### src/rtl/stack_seq_pkg.sv
// stack_seq_pkg
//   Shared definitions for the interrupt-entry / RTI stack sequencer.
//   Contents:
//     PC_W               width of a program counter value
//     INT_VECTOR_DEFAULT PC loaded on interrupt entry unless overridden
//     CNT_W              width of the drain / pop-latency down-counter
//     state_t            sequencer state encoding
package stack_seq_pkg;

  localparam int PC_W  = 16;
  localparam int CNT_W = 8;

  localparam logic [PC_W-1:0] INT_VECTOR_DEFAULT = 16'h0000;

  typedef enum logic [2:0] {
    IDLE,
    INT_DRAIN,
    INT_PUSH_PC,
    INT_PUSH_CCR,
    INT_REDIRECT,
    RTI_POP_CCR,
    RTI_POP_PC,
    RTI_WAIT
  } state_t;

endpackage

### src/rtl/stack_seq_if.sv
// stack_seq_if
//   Bundle between the stack sequencer and the pipeline around it.
//   Pipeline -> sequencer: int_req, rti_dec, hold, pc_cur, pop_pc_data
//   Sequencer -> pipeline: op_valid, op_pushPc, op_pushCCR, op_popCCR,
//                          op_popPc, op_int1, saved_pc, stall_fetch,
//                          flush_ifid, pc_load, pc_target, busy
//   Modports: slave = the sequencer, master = the pipeline side.
interface stack_seq_if;
  import stack_seq_pkg::*;

  logic            int_req;
  logic            rti_dec;
  logic            hold;
  logic [PC_W-1:0] pc_cur;
  logic [PC_W-1:0] pop_pc_data;

  logic            op_valid;
  logic            op_pushPc;
  logic            op_pushCCR;
  logic            op_popCCR;
  logic            op_popPc;
  logic            op_int1;
  logic [PC_W-1:0] saved_pc;
  logic            stall_fetch;
  logic            flush_ifid;
  logic            pc_load;
  logic [PC_W-1:0] pc_target;
  logic            busy;

  modport slave (
    input  int_req, rti_dec, hold, pc_cur, pop_pc_data,
    output op_valid, op_pushPc, op_pushCCR, op_popCCR, op_popPc, op_int1,
           saved_pc, stall_fetch, flush_ifid, pc_load, pc_target, busy
  );

  modport master (
    output int_req, rti_dec, hold, pc_cur, pop_pc_data,
    input  op_valid, op_pushPc, op_pushCCR, op_popCCR, op_popPc, op_int1,
           saved_pc, stall_fetch, flush_ifid, pc_load, pc_target, busy
  );

endinterface

### src/rtl/stack_seq_ctrl_counter.sv
// seq_wait_counter
//   Loadable down-counter with a freeze input and a zero flag. Shared by the
//   interrupt drain wait and the popped-PC latency wait.
//   Ports:
//     clk, rst_n  clock, asynchronous active-low reset
//     hold        freezes the count (load and decrement ignored)
//     load        load load_val this cycle (wins over dec)
//     dec         decrement by one, saturating at zero
//     load_val    value to load
//     zero        count is zero
module seq_wait_counter #(
  parameter int W = 8
) (
  input  logic         clk,
  input  logic         rst_n,
  input  logic         hold,
  input  logic         load,
  input  logic         dec,
  input  logic [W-1:0] load_val,
  output logic         zero
);

  logic [W-1:0] count;

  // Count register: a stalled pipeline must not lose wait cycles, so hold
  // freezes both load and decrement. Saturation keeps a stray dec harmless.
  always_ff @(posedge clk or negedge rst_n) begin
    if (!rst_n) begin
      count <= '0;
    end else if (!hold) begin
      if (load) begin
        count <= load_val;
      end else if (dec && (count != '0)) begin
        count <= count - W'(1);
      end
    end
  end

  assign zero = (count == '0);

endmodule

### src/rtl/stack_seq_ctrl.sv
// stack_seq_ctrl
//   Sequences the stack operations for interrupt entry (drain, push PC,
//   push CCR, redirect to vector) and RTI return (pop CCR, pop PC, wait for
//   the popped PC, redirect). It is the only source of the injected
//   pushPc/pushCCR/popCCR/popPc/int1 bits; it also freezes fetch, flushes
//   IF/ID and issues the PC redirect.
//   Ports:
//     clk    pipeline clock
//     rst_n  asynchronous active-low reset
//     bus    stack_seq_if.slave (requests in, injected ops and PC control out)
//   Parameters: DRAIN_CYCLES, POP_LAT, INT_VECTOR.
//   Build option: define INT_CCR_SAVE_EN to include the CCR push/pop steps;
//   without it the sequences carry only the PC and op_pushCCR/op_popCCR
//   stay 0.
module stack_seq_ctrl
  import stack_seq_pkg::*;
#(
  parameter int              DRAIN_CYCLES = 3,
  parameter int              POP_LAT      = 2,
  parameter logic [PC_W-1:0] INT_VECTOR   = INT_VECTOR_DEFAULT
) (
  input logic        clk,
  input logic        rst_n,
  stack_seq_if.slave bus
);

  // Counter reload values; zero-length waits load 0 so nothing underflows.
  localparam logic [CNT_W-1:0] DRAIN_LOAD = CNT_W'((DRAIN_CYCLES > 0) ? DRAIN_CYCLES - 1 : 0);
  localparam logic [CNT_W-1:0] POP_LOAD   = CNT_W'((POP_LAT > 0) ? POP_LAT - 1 : 0);

  state_t          state, state_next;
  logic            int_pend;
  logic [PC_W-1:0] saved_pc_q;

  logic             cnt_load, cnt_dec, cnt_zero;
  logic [CNT_W-1:0] cnt_val;
  logic             pend_clr, capture_pc;

  logic            valid_c, push_pc_c, push_ccr_c, pop_ccr_c, pop_pc_c, int1_c;
  logic            stall_c, flush_c, load_c;
  logic [PC_W-1:0] target_c;

  seq_wait_counter #(.W(CNT_W)) u_wait (
    .clk      (clk),
    .rst_n    (rst_n),
    .hold     (bus.hold),
    .load     (cnt_load),
    .dec      (cnt_dec),
    .load_val (cnt_val),
    .zero     (cnt_zero)
  );

  // State, pending-interrupt flag and captured return PC. A global hold
  // freezes everything here so the sequence resumes exactly where it was.
  // Clearing the pending flag wins over a request in the same cycle: the
  // request being served is the one that cleared it.
  always_ff @(posedge clk or negedge rst_n) begin
    if (!rst_n) begin
      state      <= IDLE;
      int_pend   <= 1'b0;
      saved_pc_q <= '0;
    end else if (!bus.hold) begin
      state <= state_next;
      if (pend_clr) begin
        int_pend <= 1'b0;
      end else if (bus.int_req) begin
        int_pend <= 1'b1;
      end
      if (capture_pc) begin
        saved_pc_q <= bus.pc_cur;
      end
    end
  end

  // Next-state and raw per-state outputs. RTI has priority in IDLE; an
  // interrupt arriving with it stays pending and is taken after the return.
  // Interrupts are only started from IDLE, which masks them while busy.
  always_comb begin
    state_next = state;
    cnt_load   = 1'b0;
    cnt_dec    = 1'b0;
    cnt_val    = '0;
    pend_clr   = 1'b0;
    capture_pc = 1'b0;
    valid_c    = 1'b0;
    push_pc_c  = 1'b0;
    push_ccr_c = 1'b0;
    pop_ccr_c  = 1'b0;
    pop_pc_c   = 1'b0;
    int1_c     = 1'b0;
    stall_c    = 1'b0;
    flush_c    = 1'b0;
    load_c     = 1'b0;
    target_c   = '0;

    case (state)
      IDLE: begin
        if (bus.rti_dec) begin
`ifdef INT_CCR_SAVE_EN
          state_next = RTI_POP_CCR;
`else
          state_next = RTI_POP_PC;
`endif
        end else if (int_pend || bus.int_req) begin
          capture_pc = 1'b1;
          if (DRAIN_CYCLES == 0) begin
            state_next = INT_PUSH_PC;
            pend_clr   = 1'b1;
          end else begin
            state_next = INT_DRAIN;
            cnt_load   = 1'b1;
            cnt_val    = DRAIN_LOAD;
          end
        end
      end

      INT_DRAIN: begin
        stall_c = 1'b1;
        flush_c = 1'b1;
        if (cnt_zero) begin
          state_next = INT_PUSH_PC;
          pend_clr   = 1'b1;
        end else begin
          cnt_dec = 1'b1;
        end
      end

      INT_PUSH_PC: begin
        valid_c   = 1'b1;
        push_pc_c = 1'b1;
        int1_c    = 1'b1;
        stall_c   = 1'b1;
`ifdef INT_CCR_SAVE_EN
        state_next = INT_PUSH_CCR;
`else
        state_next = INT_REDIRECT;
`endif
      end

`ifdef INT_CCR_SAVE_EN
      INT_PUSH_CCR: begin
        valid_c    = 1'b1;
        push_ccr_c = 1'b1;
        int1_c     = 1'b1;
        stall_c    = 1'b1;
        state_next = INT_REDIRECT;
      end

      RTI_POP_CCR: begin
        valid_c    = 1'b1;
        pop_ccr_c  = 1'b1;
        stall_c    = 1'b1;
        flush_c    = 1'b1;
        state_next = RTI_POP_PC;
      end
`endif

      INT_REDIRECT: begin
        load_c     = 1'b1;
        target_c   = INT_VECTOR;
        flush_c    = 1'b1;
        state_next = IDLE;
      end

      RTI_POP_PC: begin
        valid_c    = 1'b1;
        pop_pc_c   = 1'b1;
        stall_c    = 1'b1;
        cnt_load   = 1'b1;
        cnt_val    = POP_LOAD;
        state_next = RTI_WAIT;
      end

      RTI_WAIT: begin
        stall_c = 1'b1;
        if (cnt_zero) begin
          load_c     = 1'b1;
          target_c   = bus.pop_pc_data;
          state_next = IDLE;
        end else begin
          cnt_dec = 1'b1;
        end
      end

      default: begin
        state_next = IDLE;
      end
    endcase
  end

  // While held nothing may issue: the op and the redirect are suppressed
  // here and reappear on the first unheld cycle because the state is frozen.
  assign bus.op_valid    = valid_c & ~bus.hold;
  assign bus.op_pushPc   = push_pc_c & bus.op_valid;
  assign bus.op_pushCCR  = push_ccr_c & bus.op_valid;
  assign bus.op_popCCR   = pop_ccr_c & bus.op_valid;
  assign bus.op_popPc    = pop_pc_c & bus.op_valid;
  assign bus.op_int1     = int1_c & bus.op_valid;
  assign bus.stall_fetch = stall_c | bus.hold;
  assign bus.flush_ifid  = flush_c;
  assign bus.pc_load     = load_c & ~bus.hold;
  assign bus.pc_target   = target_c;
  assign bus.saved_pc    = saved_pc_q;
  assign bus.busy        = (state != IDLE);

endmodule

### src/flat_wrapper.sv
// flat-port wrapper written by rule: the top's interface ports become plain ports
module stack_seq_ctrl_flat import stack_seq_pkg::*;
#(
  parameter int              DRAIN_CYCLES = 3,
  parameter int              POP_LAT      = 2,
  parameter logic [PC_W-1:0] INT_VECTOR   = INT_VECTOR_DEFAULT
)
  (clk, rst_n, bus_int_req, bus_rti_dec, bus_hold, bus_pc_cur, bus_pop_pc_data, bus_op_valid, bus_op_pushPc, bus_op_pushCCR, bus_op_popCCR, bus_op_popPc, bus_op_int1, bus_saved_pc, bus_stall_fetch, bus_flush_ifid, bus_pc_load, bus_pc_target, bus_busy);
  stack_seq_if bus_i ();
  input logic clk;
  input logic rst_n;
  input wire logic [$bits(bus_i.int_req)-1:0] bus_int_req;
  input wire logic [$bits(bus_i.rti_dec)-1:0] bus_rti_dec;
  input wire logic [$bits(bus_i.hold)-1:0] bus_hold;
  input wire logic [$bits(bus_i.pc_cur)-1:0] bus_pc_cur;
  input wire logic [$bits(bus_i.pop_pc_data)-1:0] bus_pop_pc_data;
  output wire logic [$bits(bus_i.op_valid)-1:0] bus_op_valid;
  output wire logic [$bits(bus_i.op_pushPc)-1:0] bus_op_pushPc;
  output wire logic [$bits(bus_i.op_pushCCR)-1:0] bus_op_pushCCR;
  output wire logic [$bits(bus_i.op_popCCR)-1:0] bus_op_popCCR;
  output wire logic [$bits(bus_i.op_popPc)-1:0] bus_op_popPc;
  output wire logic [$bits(bus_i.op_int1)-1:0] bus_op_int1;
  output wire logic [$bits(bus_i.saved_pc)-1:0] bus_saved_pc;
  output wire logic [$bits(bus_i.stall_fetch)-1:0] bus_stall_fetch;
  output wire logic [$bits(bus_i.flush_ifid)-1:0] bus_flush_ifid;
  output wire logic [$bits(bus_i.pc_load)-1:0] bus_pc_load;
  output wire logic [$bits(bus_i.pc_target)-1:0] bus_pc_target;
  output wire logic [$bits(bus_i.busy)-1:0] bus_busy;
  assign bus_i.int_req = bus_int_req;
  assign bus_i.rti_dec = bus_rti_dec;
  assign bus_i.hold = bus_hold;
  assign bus_i.pc_cur = bus_pc_cur;
  assign bus_i.pop_pc_data = bus_pop_pc_data;
  assign bus_op_valid = bus_i.op_valid;
  assign bus_op_pushPc = bus_i.op_pushPc;
  assign bus_op_pushCCR = bus_i.op_pushCCR;
  assign bus_op_popCCR = bus_i.op_popCCR;
  assign bus_op_popPc = bus_i.op_popPc;
  assign bus_op_int1 = bus_i.op_int1;
  assign bus_saved_pc = bus_i.saved_pc;
  assign bus_stall_fetch = bus_i.stall_fetch;
  assign bus_flush_ifid = bus_i.flush_ifid;
  assign bus_pc_load = bus_i.pc_load;
  assign bus_pc_target = bus_i.pc_target;
  assign bus_busy = bus_i.busy;
  stack_seq_ctrl #(.DRAIN_CYCLES(DRAIN_CYCLES), .POP_LAT(POP_LAT), .INT_VECTOR(INT_VECTOR)) u_core (.clk(clk), .rst_n(rst_n), .bus(bus_i));
endmodule
### config.mk
export PLATFORM = sky130hd
export DESIGN_NAME = stack_seq_ctrl_flat
export DESIGN_NICKNAME = d
export VERILOG_FILES = /design/src/rtl/stack_seq_pkg.sv /design/src/rtl/stack_seq_if.sv /design/src/rtl/stack_seq_ctrl_counter.sv /design/src/rtl/stack_seq_ctrl.sv /design/src/flat_wrapper.sv
export SDC_FILE = /design/constraint.sdc
export NUM_CORES = 1
export LEC_CHECK = 0
export CAP_MARGIN = 30
export CORE_MARGIN = 3
export CORE_UTILIZATION = 35
export CTS_CLUSTER_SIZE = 16
export DETAILED_ROUTE_END_ITERATION = 10
export PLACE_DENSITY = 0.69
export SYNTH_ARGS = -nofsm -noshare
export SYNTH_HDL_FRONTEND = slang
export SYNTH_HIERARCHICAL = 1
export SYNTH_SLANG_ARGS = --single-unit
### constraint.sdc
create_clock -name clk -period 5.52 [get_ports clk]
set_input_delay 0.828 -clock clk [delete_from_list [all_inputs] [get_ports clk]]
set_output_delay 0.828 -clock clk [all_outputs]
set_load 0.05 [all_outputs]
; Word level (Yosys, flattened, before mapping)
; Index checks and enable logic that the tools add are counted.
[classes]
bitwise = 6
n_reduce_logical = 16
eq_ne = 8
n_addsub = 1
muxes = 28
[op_table]
columns = op, count
row1 = two-way mux 16 bit, 2
row2 = two-way mux 8 bit, 3
row3 = case mux 8 bit (2 select lines), 1
row4 = case mux 3 bit (5 select lines), 1
row5 = two-way mux 1 bit, 14
row6 = two-way mux 3 bit, 4
row7 = "equality test 3 bit, second input constant", 3
row8 = logical NOT 8 bit, 1
row9 = nonzero test 8 bit, 1
row10 = "subtractor 8 x 1 -> 8 bit, second input constant", 1
row11 = AND reduction 2 bit, 3
row12 = OR reduction 2 bit, 3
row13 = AND 1 bit, 4
row14 = "!= test 2 x 1 -> 1 bit, second input constant", 2
row15 = case mux 1 bit (2 select lines), 2
row16 = AND reduction 4 bit, 1
row17 = nonzero test 2 bit, 2
row18 = OR reduction 4 bit, 1
row19 = "equality test 3 x 1 -> 1 bit, second input constant", 1
row20 = "equality test 3 x 2 -> 1 bit, second input constant", 1
row21 = logical NOT 3 bit, 1
row22 = "!= test 3 x 2 -> 1 bit, second input constant", 1
row23 = nonzero test 3 bit, 1
row24 = two-way mux 2 bit, 1
row25 = other kinds (4), 4
[word_totals]
ff_bits = 28
elab_cells = 63
out_inout_bits = 42

; Depth between registers and ports, before layout
; Gate-level depths: netlist of run 1.
[logic_depth]
word_depth = 6
depth_mapped = 10
mapped_depth_nobuf = 10

; By module
; Netlist of run 1, hierarchy kept.
[by_module_without_submodules]
columns = module, cells_each, seq_area_each_um2, instances, area_each_um2
row1 = stack_seq_ctrl, 104, 500.5, 1, 1137.3
row2 = seq_wait_counter, 73, 200.2, 1, 611.8

; Worst setup path before layout of run 1
; Ideal clock, no wire load.
[synth_timing]
path_type = input-to-output
start = in bus_hold
end = out bus_op_pushPc
setup_slack_ns = 1.763
arrival_ns = 2.929
stages = 3
path_cell_list = buf_2 nor4_1 buf_4
[synth_via]
elab_chain_len = 3
[synth_rtl]
columns = item, line_no
row1 = "start, declared", flat_wrapper.sv:14  ; input wire logic [$bits(bus_i.hold)-1:0] bus_hold;
row2 = inverter 1 bit (no source line), n/a
row3 = AND 1 bit, stack_seq_ctrl.sv:193  ; assign bus.op_valid = valid_c & ~bus.hold;
row4 = AND 1 bit, n/a
row5 = "end, declared", flat_wrapper.sv:18  ; output wire logic [$bits(bus_i.op_pushPc)-1:0] bus_op_pushPc;
; Every way passes these cells.

; Worst setup path after layout of run 1
[layout_timing]
start = reg u_core.u_wait.count[0]
end = out bus_pc_target[3]
[layout_via]
elab_chain_len = 3
[layout_rtl]
columns = item, line_no
row1 = "start, declared", stack_seq_ctrl_counter.sv:23  ; logic [W-1:0] count;
row2 = "start signal, assigned", stack_seq_ctrl_counter.sv:32  ; count <= load_val;
row3 = "start signal, assigned", stack_seq_ctrl_counter.sv:34  ; count <= count - W'(1);
row4 = logical NOT 8 bit, stack_seq_ctrl_counter.sv:39  ; assign zero = (count == '0);
row5 = net u_core.cnt_zero, stack_seq_ctrl.sv:35  ; logic cnt_load, cnt_dec, cnt_zero;
row6 = two-way mux 16 bit, stack_seq_ctrl.sv:176  ; if (cnt_zero) begin
row7 = two-way mux 16 bit, stack_seq_ctrl.sv:96  ; case (state)
row8 = "end, declared", flat_wrapper.sv:27  ; output wire logic [$bits(bus_i.pc_target)-1:0] bus_pc_target;
; The timed path passes the listed nets, and every way through them passes these cells.

==> results of run 1 <==
[cells by family (layout without fill, tap and decap cells)]
family                     after synthesis  in the layout
and+or+nand+nor                         71             71
buffers and inverters                   23             90
AOI/OAI and AO/OA                       32             32
xor gates and xnor gates                 2              2
muxes                                   18             18
other                                    1              8
DFF                                     28             28
adders and majority gates                2              2
[worst paths after layout]
path | from | to | slack [ps] | cells past startpoint
max | u_core/u_wait/count[0]$_DFFE_PN0P_ | bus_pc_target[3] | 940 | 8
min | u_core/bus.saved_pc[5]$_DFFE_PN0P_ | u_core/bus.saved_pc[5]$_DFFE_PN0P_ | 510 | 1
max reg2reg | u_core/u_wait/count[0]$_DFFE_PN0P_ | u_core/u_wait/count[2]$_DFFE_PN0P_ | 2640 | 9
min reg2reg | u_core/bus.saved_pc[5]$_DFFE_PN0P_ | u_core/bus.saved_pc[5]$_DFFE_PN0P_ | 510 | 1
max in group asynchronous | rst_n | u_core/bus.saved_pc[8]$_DFFE_PN0P_ | 4310 | 2
min in group asynchronous | rst_n | u_core/bus.saved_pc[11]$_DFFE_PN0P_ | 940 | 2
[per-layer routing]
layer,global-route usage (%),wire length (µm),up-vias,share of wire [%]
met2,22.91,1977,43,48
met4,2.174,12,0,0.29
li1,-,-,769,-
met5,0,0,-,0
met3,2.934,200,2,4.9
met1,19.27,1923,730,47
[registers in the layout, indices dropped and copies added (netlist names)]
signal               flops
u_core/int_pend          1
u_core/u_wait/count      8
u_core/bus.saved_pc     16
u_core/state             3
[synth_stat cells (all sizes together) (2+ instances only)]
master  count
o211ai      2
nand2       7
nand3       5
mux2       16
buf         8
inv         8
dfrtp      28
nor4        3
nor3       11
a21oi       4
and2       16
nor2       14
nand2b      2
xnor2       2
o311ai      2
a22oi       6
ha          2
nor2b       4
clkbuf      7
o21ai       4
mux2i       2
a211oi      2
[cell usage in the layout, fill, tap and decap left out, types with 6 or more instances in the layout]
cell,synthesis,final
mux2_2,7,7
clkdlybuf4s50_1,0,76
and2_1,16,16
a22oi_1,6,6
mux2_4,9,9
nand2_1,7,7
dfrtp_1,28,28
nor3_1,10,10
conb_1,1,8
inv_1,8,8
nor2_1,13,13
[power groups by stage]
stage | sequential [mW] | combinational [mW] | clock, mW
2_1_floorplan | 0.570 | 0.443 | 0
3_3_place_gp | 0.401 | 0.831 | 0
3_5_place_dp | 0.406 | 0.840 | 0
4_1_cts | 0.401 | 0.843 | 0.111
6_report | 0.401 | 0.835 | 0.107
5_1_grt | 0.418 | 0.894 | 0.121
[stage by stage]
step / hold WS (ps) / std cells / power (mW) / setup WS [ps] / utilization [%]
after floorplan: 526.6 / 184 / 1.014 / 1763 / -
after global placement: 486.1 / 315 / 1.232 / 1274 / 53.28
after detailed placement: 492.3 / 315 / 1.246 / 1239 / 53.28
after CTS: 513.3 / 318 / 1.355 / 929.4 / 54.14
after global routing: 527.2 / 318 / 1.433 / 601.5 / 54.14
final: 508.0 / 318 / 1.343 / 944.7 / 54.14
[cell type report]
class | count | area, µm² | area share [%]
well taps | 67 | 83.83 | 3.235
repair buffers | 79 | 783.3 | 30.23
inverters | 8 | 30.03 | 1.159
flip-flops and latches | 28 | 700.7 | 27.04
multi-input cells | 133 | 952.2 | 36.75
clock buffers | 3 | 41.29 | 1.593
==> metrics.csv, run 1 <==
metric,value,unit
placed cell area,2550,µm²
remaining antenna violation count,0,
largest family of logic cells by synthesized area,simple AND/OR/NAND/NOR gates,
Synth Area in Compound Gates,14.09,%
largest stage delay on the critical path,810,ps
clk sink count,28,
die height,76.70,µm
synthesized cell area,1749,µm²
root buffer selected by CTS,clkbuf_8,
Final Cycle Share,82.89,%
crit path buf inv count,2,
Post-synth EDFFs,0,
Syn-to-layout area delta,48.14,%
Cell variety after synth,51,
Post-route DRC,0,
leading area contributor after synthesis,dfrtp_1,
final-report hold violation count,0,
setup TNS,0,ps
post-CTS sizing,0,
synthesized instance count,177,
Worst-Skew Late Latency,270,ps
CTS Buf Count,3,
Yosys reg bits,28,
Die W,76.70,µm
row count,25,
initial antenna violation count,0,
first-pass GRT wire length,6913,µm
sw frac,48.62,%
Post-Synth Simple-Gate Area,22.82,%
Leakage,1.065,nW
DRT iter0 DRCs,64,
TritonCTS clock tree,done,
PortBufs,76,
post-CTS setup buffers,0,
drt pass-1 iters,4,
Worst EP arrival,3750,ps
"Avg Cell Area, Syn",9.882,µm²
Nets,292,
CORE AREA,4786,µm²
CP endpoint kind,output port,
CP Class,flop to output port,
CTS Buffer Depth,2,
Final Max Tran Viols,0,
gpl congestion,0.7588,
final setup violation count,0,
Synth top area share,40.06,%
power share of the sequential group,29.9,%
area share of fa/ha/maj cells after synthesis,1.431,%
Synth Area in XOR/XNOR,1.001,%
WL/cell,12.94,µm
Startpoint Class,flop,
Vias/cell,4.855,
remaining global-route overflow,0,
register area share after synthesis,40.06,%
Final min period,4575,ps
total of max-cap violations,0,
power share of the clock group,8.0,%
RSZ-0062 raised after global routing,no,
filler instances,452,
Max Clock Freq,218.6,MHz
number of global-route vias before repair,1414,
"top cells by area, synth","dfrtp_1 (40%), mux2_4 (7.7%), and2_1 (5.7%)",
PD cells,518.3,nW/µm²
Total Routing Usage GR,13.95,%
status,"complete, no violations",
Sw Pwr,653.0,µW
family with the most delay on the worst path,simple AND/OR/NAND/NOR gates,
Critical Path RT,4690,ps
starting density of the core,36.55,%
Worst path slowest cell,clkdlybuf4s50_1,
Routed Wire Length,4115,µm
Tightest Pin Transition,709.5,ps
Ports,79,
Vias,1544,
Async SR Flop Fraction,100.0,%
HPWL after DPL,3126,µm
"critical path, cell by cell",inv_1 -> ha_1 -> or4b_4 -> nor4_1 -> nand2_1 -> nor2_1 -> and2_1 -> clkdlybuf4s50_1,
CTS HTree Levels,1,
HP Class,flop to flop,
main flop type after synthesis,dfrtp_1,
Ys Warns,6,
final instance area,2591,µm²
worst-path maximum fanout,16,
"CTS clk-pin slew, worst paths",100,ps
largest net degree at the start of global routing,29,
share of post-route cells with drive strength above 1,10.76,%
die area,5882,µm²
combinational share of power,62.1,%
Peak VDD IR,0.1904,mV
Int Power,690.1,µW
Worst Skew,10.33,ps
post-synthesis mux area share,13.38,%
Rel. slew slack,52.48,%
CTS Hold Buffers Added,0,
Ant. Diodes,0,
No activity file was read; power rests on OpenSTA's default activity.
==> run 2, diff against run 1 <==
==> constraint.sdc (replaced) <==
create_clock -name clk -period 4.4 [get_ports clk]
set_input_delay 0.66 -clock clk [delete_from_list [all_inputs] [get_ports clk]]
set_output_delay 0.66 -clock clk [all_outputs]
set_load 0.05 [all_outputs]
==> run 2 against run 1 <==
Power increased by 31%. Routed wire length increased by 2.8%. Worst hold slack improved by 4.1 ps. Largest power group unchanged. Highest routed layer unchanged.
==> metrics.csv, run 2 (synthesis gave the netlist of run 1 again) <==
metric,value,unit,change
Leakage,1.084,nW,was 1.065 nW
largest stage delay on the critical path,800,ps,was 810 ps
Die W,76.70,µm,unchanged
initial antenna violation count,0,,unchanged
Rel. slew slack,52.41,%,was 52.48%
Post-Layout Cell Count,320,,was 318
Startpoint Class,flop,,unchanged
Worst-Skew Late Latency,280,ps,was 270 ps
CTS HTree Levels,1,,unchanged
TritonCTS clock tree,done,,unchanged
Place WS,494.2,ps,was 1239 ps
Tightest Pin Transition,710.5,ps,was 709.5 ps
Worst path slowest cell,clkdlybuf4s50_1,,unchanged
WL/cell,13.23,µm,was 12.94 µm
Largest register FFs,16,,unchanged
Final Cycle Share,90.50,%,
Vias,1570,,was 1544
CORE AREA,4786,µm²,unchanged
family with the most delay on the worst path,simple AND/OR/NAND/NOR gates,,unchanged
post-CTS setup buffers,0,,unchanged
die area,5882,µm²,unchanged
Peak VDD IR,0.2626,mV,was 0.1904 mV
Worst EP arrival,3320,ps,was 3750 ps
Final Max Tran Viols,0,,unchanged
post-CTS sizing,0,,unchanged
final setup violation count,0,,unchanged
Nets,293,,was 292
Final min period,3982,ps,
Total Routing Usage GR,14.89,%,was 13.95%
largest net degree at the start of global routing,29,,unchanged
CP Class,flop to output port,,unchanged
Critical Path RT,3740,ps,was 4690 ps
"CTS clk-pin slew, worst paths",100,ps,about the same
row count,25,,unchanged
CTS Buf Count,3,,unchanged
crit path buf inv count,3,,was 2
clk sink count,28,,unchanged
PortBufs,76,,unchanged
Syn-to-layout area delta,50.43,%,was 48.14%
PD cells,669.0,nW/µm²,was 518.3 nW/µm²
final-report hold violation count,0,,unchanged
DRT iter0 DRCs,63,,was 64
drt pass-1 iters,4,,unchanged
"critical path, cell by cell",inv_1 -> ha_1 -> or4b_4 -> nor4_1 -> buf_4 -> nand2_1 -> nor2_2 -> and2_1 -> clkdlybuf4s50_1,,was inv_1 -> ha_1 -> or4b_4 -> nor4_1 -> nand2_1 -> nor2_1 -> and2_1 -> clkdlybuf4s50_1
total of max-cap violations,0,,unchanged
root buffer selected by CTS,clkbuf_8,,unchanged
Ports,79,,unchanged
DP Cell Count,316,,was 315
RSZ-0062 raised after global routing,no,,unchanged
die height,76.70,µm,unchanged
remaining antenna violation count,0,,unchanged
CTS Buffer Depth,2,,unchanged
Worst Skew,2.392,ps,was 10.33 ps
"commonest non-fill, non-tap cells in the layout","clkdlybuf4s50_1 (76), dfrtp_1 (28), and2_1 (16)",,unchanged
Final WS setup,418.0,ps,was 944.7 ps
Vias/cell,4.906,,was 4.855
Max Clock Freq,251.1,MHz,
CP endpoint kind,output port,,unchanged
HP Class,flop to flop,,unchanged
setup TNS,0,ps,unchanged
CTS Hold Buffers Added,0,,unchanged
Post-route DRC,0,,unchanged
filler instances,432,,was 452
placed cell area,2557,µm²,was 2550 µm²
number of global-route vias before repair,1469,,was 1414
final instance area,2631,µm²,was 2591 µm²
HPWL after DPL,3126,µm,unchanged
starting density of the core,36.55,%,unchanged
"commonest non-fill, non-tap cell in the layout",clkdlybuf4s50_1,,unchanged
first-pass GRT wire length,7217,µm,was 6913 µm
Routed Wire Length,4232,µm,was 4115 µm
final hold slack,512.1,ps,was 508.0 ps
gpl congestion,0.7766,,was 0.7588
share of post-route cells with drive strength above 1,11.86,%,was 10.76%
remaining global-route overflow,0,,unchanged
status,"complete, no violations",,unchanged
worst-path maximum fanout,16,,unchanged
Ant. Diodes,0,,unchanged
==> run 2: cell types whose count changed in the layout (fill, tap and decap cells not counted), sizes merged <==
| cell | before | now |
|---|---|---|
| buf | 3 | 4 |
| bufinv | 0 | 1 |
==> run 2: metal layers <==
layer	track usage, %	vias up	wire (µm)
li1	-	768	-
met2	24.83	61	2066
met5	0	-	0
met4	2.717	0	25
met1	19.76	737	1890
met3	3.638	4	248
==> run 2: power by group <==
| group | internal (mW) | total, mW | switching, mW |
|---|---|---|---|
| combinational | 0.429 | 1.05 | 0.621 |
| clock | 0.122 | 0.203 | 0.0812 |
| sequential | 0.375 | 0.507 | 0.132 |
| total | 0.926 | 1.76 | 0.834 |
==> run 2: through the flow <==
step	total power, mW	utilization, %
after floorplan	1.272	-
after global placement	1.549	53.44
after detailed placement	1.563	53.44
after CTS	1.774	54.93
after global routing	1.868	54.98
final	1.760	54.98
==> run 2: final cells by class <==
class                   count  area [µm²]  area share [%]
multi-input cells         133       954.7           36.28
repair buffers             80       790.8           30.05
flip-flops and latches     28       700.7           26.63
well taps                  67       83.83           3.186
clock buffers               3       41.29           1.569
clock inverters             1       30.03           1.141
inverters                   8       30.03           1.141
==> run 2: path summary, 6_finish.rpt <==
check	depth (start not counted)	endpoint	slack, ps	start
setup / recovery	9	bus_pc_target[1]	420	u_core/u_wait/count[0]$_DFFE_PN0P_
hold / removal	1	u_core/bus.saved_pc[15]$_DFFE_PN0P_	510	u_core/bus.saved_pc[15]$_DFFE_PN0P_
setup reg to reg	10	u_core/u_wait/count[6]$_DFFE_PN0P_	1600	u_core/u_wait/count[0]$_DFFE_PN0P_
hold reg to reg	1	u_core/bus.saved_pc[15]$_DFFE_PN0P_	510	u_core/bus.saved_pc[15]$_DFFE_PN0P_
max in group asynchronous	2	u_core/state[1]$_DFFE_PN0P_	3360	rst_n
min in group asynchronous	2	u_core/bus.saved_pc[15]$_DFFE_PN0P_	770	rst_n
==> run 3, diff against run 2 <==
--- a/config.mk
+++ b/config.mk
@@ -10,7 +10,9 @@
 export CORE_UTILIZATION = 35
 export CTS_CLUSTER_SIZE = 16
 export DETAILED_ROUTE_END_ITERATION = 10
+export MAX_ROUTING_LAYER = met4
 export PLACE_DENSITY = 0.69
+export SLEW_MARGIN = 20
 export SYNTH_ARGS = -nofsm -noshare
 export SYNTH_HDL_FRONTEND = slang
 export SYNTH_HIERARCHICAL = 1
==> run 3 against run 2 <==
Register-to-register slack improved by 20 ps. Highest routed layer unchanged. Final cell count is the same. Largest power group unchanged. Worst hold slack barely moved. Power about the same. Final area is the same. Via count shrank 0.64%.
==> metrics.csv, run 3 (synthesis gave the netlist of run 1 again) <==
metric,value,unit,change
Critical Path RT,3740,ps,about the same
PD cells,668.7,nW/µm²,was 669.0 nW/µm²
initial antenna violation count,0,,unchanged
CP endpoint kind,output port,,unchanged
HPWL after DPL,3126,µm,unchanged
Peak VDD IR,0.2622,mV,was 0.2626 mV
Ports,79,,unchanged
Sequential Area,700.7,µm²,unchanged
starting density of the core,36.55,%,unchanged
"CTS clk-pin slew, worst paths",100,ps,about the same
CTS HTree Levels,1,,unchanged
Worst-Skew Late Latency,270,ps,was 280 ps
filler instances,432,,unchanged
DP Cell Count,316,,unchanged
CTS Buf Count,3,,unchanged
post-CTS sizing,0,,unchanged
CTS Hold Buffers Added,0,,unchanged
Vias/cell,4.875,,was 4.906
first-pass GRT wire length,7217,µm,unchanged
Nets,293,,unchanged
clk sink count,28,,unchanged
footprint of the multi-input gates,954.7,µm²,unchanged
remaining antenna violation count,0,,unchanged
"commonest non-fill, non-tap cells in the layout","clkdlybuf4s50_1 (76), dfrtp_1 (28), and2_1 (16)",,unchanged
CORE AREA,4786,µm²,unchanged
Rel. slew slack,52.41,%,about the same
die height,76.70,µm,unchanged
Tot Pwr,1.760,mW,about the same
Final Cycle Share,90.52,%,was 90.50%
root buffer selected by CTS,clkbuf_8,,unchanged
WL/cell,13.15,µm,was 13.23 µm
Syn-to-layout area delta,50.43,%,unchanged
HP Class,flop to flop,,unchanged
post-CTS setup buffers,0,,unchanged
sw frac,47.39,%,was 47.40%
"commonest non-fill, non-tap cell in the layout",clkdlybuf4s50_1,,unchanged
status,"complete, no violations",,unchanged
gpl congestion,0.7872,,was 0.7766
Worst EP arrival,3320,ps,about the same
remaining global-route overflow,0,,unchanged
Leakage,1.084,nW,unchanged
die area,5882,µm²,unchanged
row count,25,,unchanged
Vias,1560,,was 1570
RSZ-0062 raised after global routing,no,,unchanged
CP Class,flop to output port,,unchanged
TritonCTS clock tree,done,,unchanged
Largest register FFs,16,,unchanged
Routed Wire Length,4209,µm,was 4232 µm
final instance area,2631,µm²,unchanged
PortBufs,76,,unchanged
Worst Skew,1.979,ps,was 2.392 ps
placed cell area,2557,µm²,unchanged
worst-path maximum fanout,16,,unchanged
Ant. Diodes,0,,unchanged
Startpoint Class,flop,,unchanged
DRT iter0 DRCs,72,,was 63
Worst path slowest cell,clkdlybuf4s50_1,,unchanged
Die W,76.70,µm,unchanged
final-report hold violation count,0,,unchanged
power share of the sequential group,28.9,%,was 28.8%
drt pass-1 iters,4,,unchanged
Post-Layout Cell Count,320,,unchanged
setup TNS,0,ps,unchanged
Final min period,3983,ps,was 3982 ps
Final Max Tran Viols,0,,unchanged
number of global-route vias before repair,1478,,was 1469
"critical path, cell by cell",inv_1 -> ha_1 -> or4b_4 -> nor4_1 -> buf_4 -> nand2_1 -> nor2_2 -> and2_1 -> clkdlybuf4s50_1,,unchanged
largest net degree at the start of global routing,29,,unchanged
final setup violation count,0,,unchanged
power share of the clock group,11.5,%,about the same
Total Routing Usage GR,15.31,%,was 14.89%
share of post-route cells with drive strength above 1,11.86,%,unchanged
Sw Pwr,833.8,µW,was 834.3 µW
Max Clock Freq,251.1,MHz,about the same
Int Power,925.7,µW,was 925.9 µW
largest stage delay on the critical path,800,ps,about the same
CTS Buffer Depth,2,,unchanged
Post-route DRC,0,,unchanged
Tightest Pin Transition,710.4,ps,was 710.5 ps
combinational share of power,59.6,%,about the same
total of max-cap violations,0,,unchanged
run 3: cell counts in the layout (fill, tap and decap cells not counted):
Identical to the previous run, type by type.
run 3: final timing paths:
kind	cells after the start	slack, ps	endpoint	startpoint
max	9	420	bus_pc_target[1]	u_core/u_wait/count[0]$_DFFE_PN0P_
min	1	510	u_core/bus.saved_pc[15]$_DFFE_PN0P_	u_core/bus.saved_pc[15]$_DFFE_PN0P_
max reg2reg	10	1620	u_core/u_wait/count[6]$_DFFE_PN0P_	u_core/u_wait/count[0]$_DFFE_PN0P_
min reg2reg	1	510	u_core/bus.saved_pc[15]$_DFFE_PN0P_	u_core/bus.saved_pc[15]$_DFFE_PN0P_
max in group asynchronous	2	3360	u_core/state[1]$_DFFE_PN0P_	rst_n
min in group asynchronous	2	770	u_core/bus.saved_pc[15]$_DFFE_PN0P_	rst_n
run 3: worst max-delay path, delay by kind of cell, from the launching register on:
| kind | cells | cell delay (ps) |
|---|---|---|
| adders and majority gates | 1 | 140 |
| buffers and inverters | 3 | 1100 |
| and+or+nand+nor | 5 | 1360 |
| DFF | 1 | 430 |
run 3: per-layer routing:
layer	global-route usage (%)	part of all wire, %	vias up
met4	2.717	0.64	0
met5	-	0	-
met3	3.521	5.5	4
met1	19.76	45	735
met2	24.91	49	52
li1	-	-	769
run 3: area by class of cell:
cell class	instances	area share, %
Clock buffer	3	1.569
Clock inverter	1	1.141
Inverter	8	1.141
Multi-Input combinational cell	133	36.28
Sequential cell	28	26.63
Tap cell	67	3.186
Timing Repair Buffer	80	30.05
run 3: power groups by stage:
stage	registers, mW	clock network, mW	logic (mW)
3_3_place_gp	0.503	0	1.05
6_report	0.508	0.203	1.05
5_1_grt	0.526	0.220	1.12
3_5_place_dp	0.512	0	1.05
2_1_floorplan	0.715	0	0.556
4_1_cts	0.506	0.212	1.06
run 3: metrics by stage:
step	hold slack [ps]	worst slack [ps]	util, %
after floorplan	364.4	979.5	-
after global placement	485.9	603.1	53.44
after global routing	533.4	163.4	54.98
final	512.1	417.2	54.98
after CTS	516.0	164.1	54.93
after detailed placement	491.8	494.2	53.44
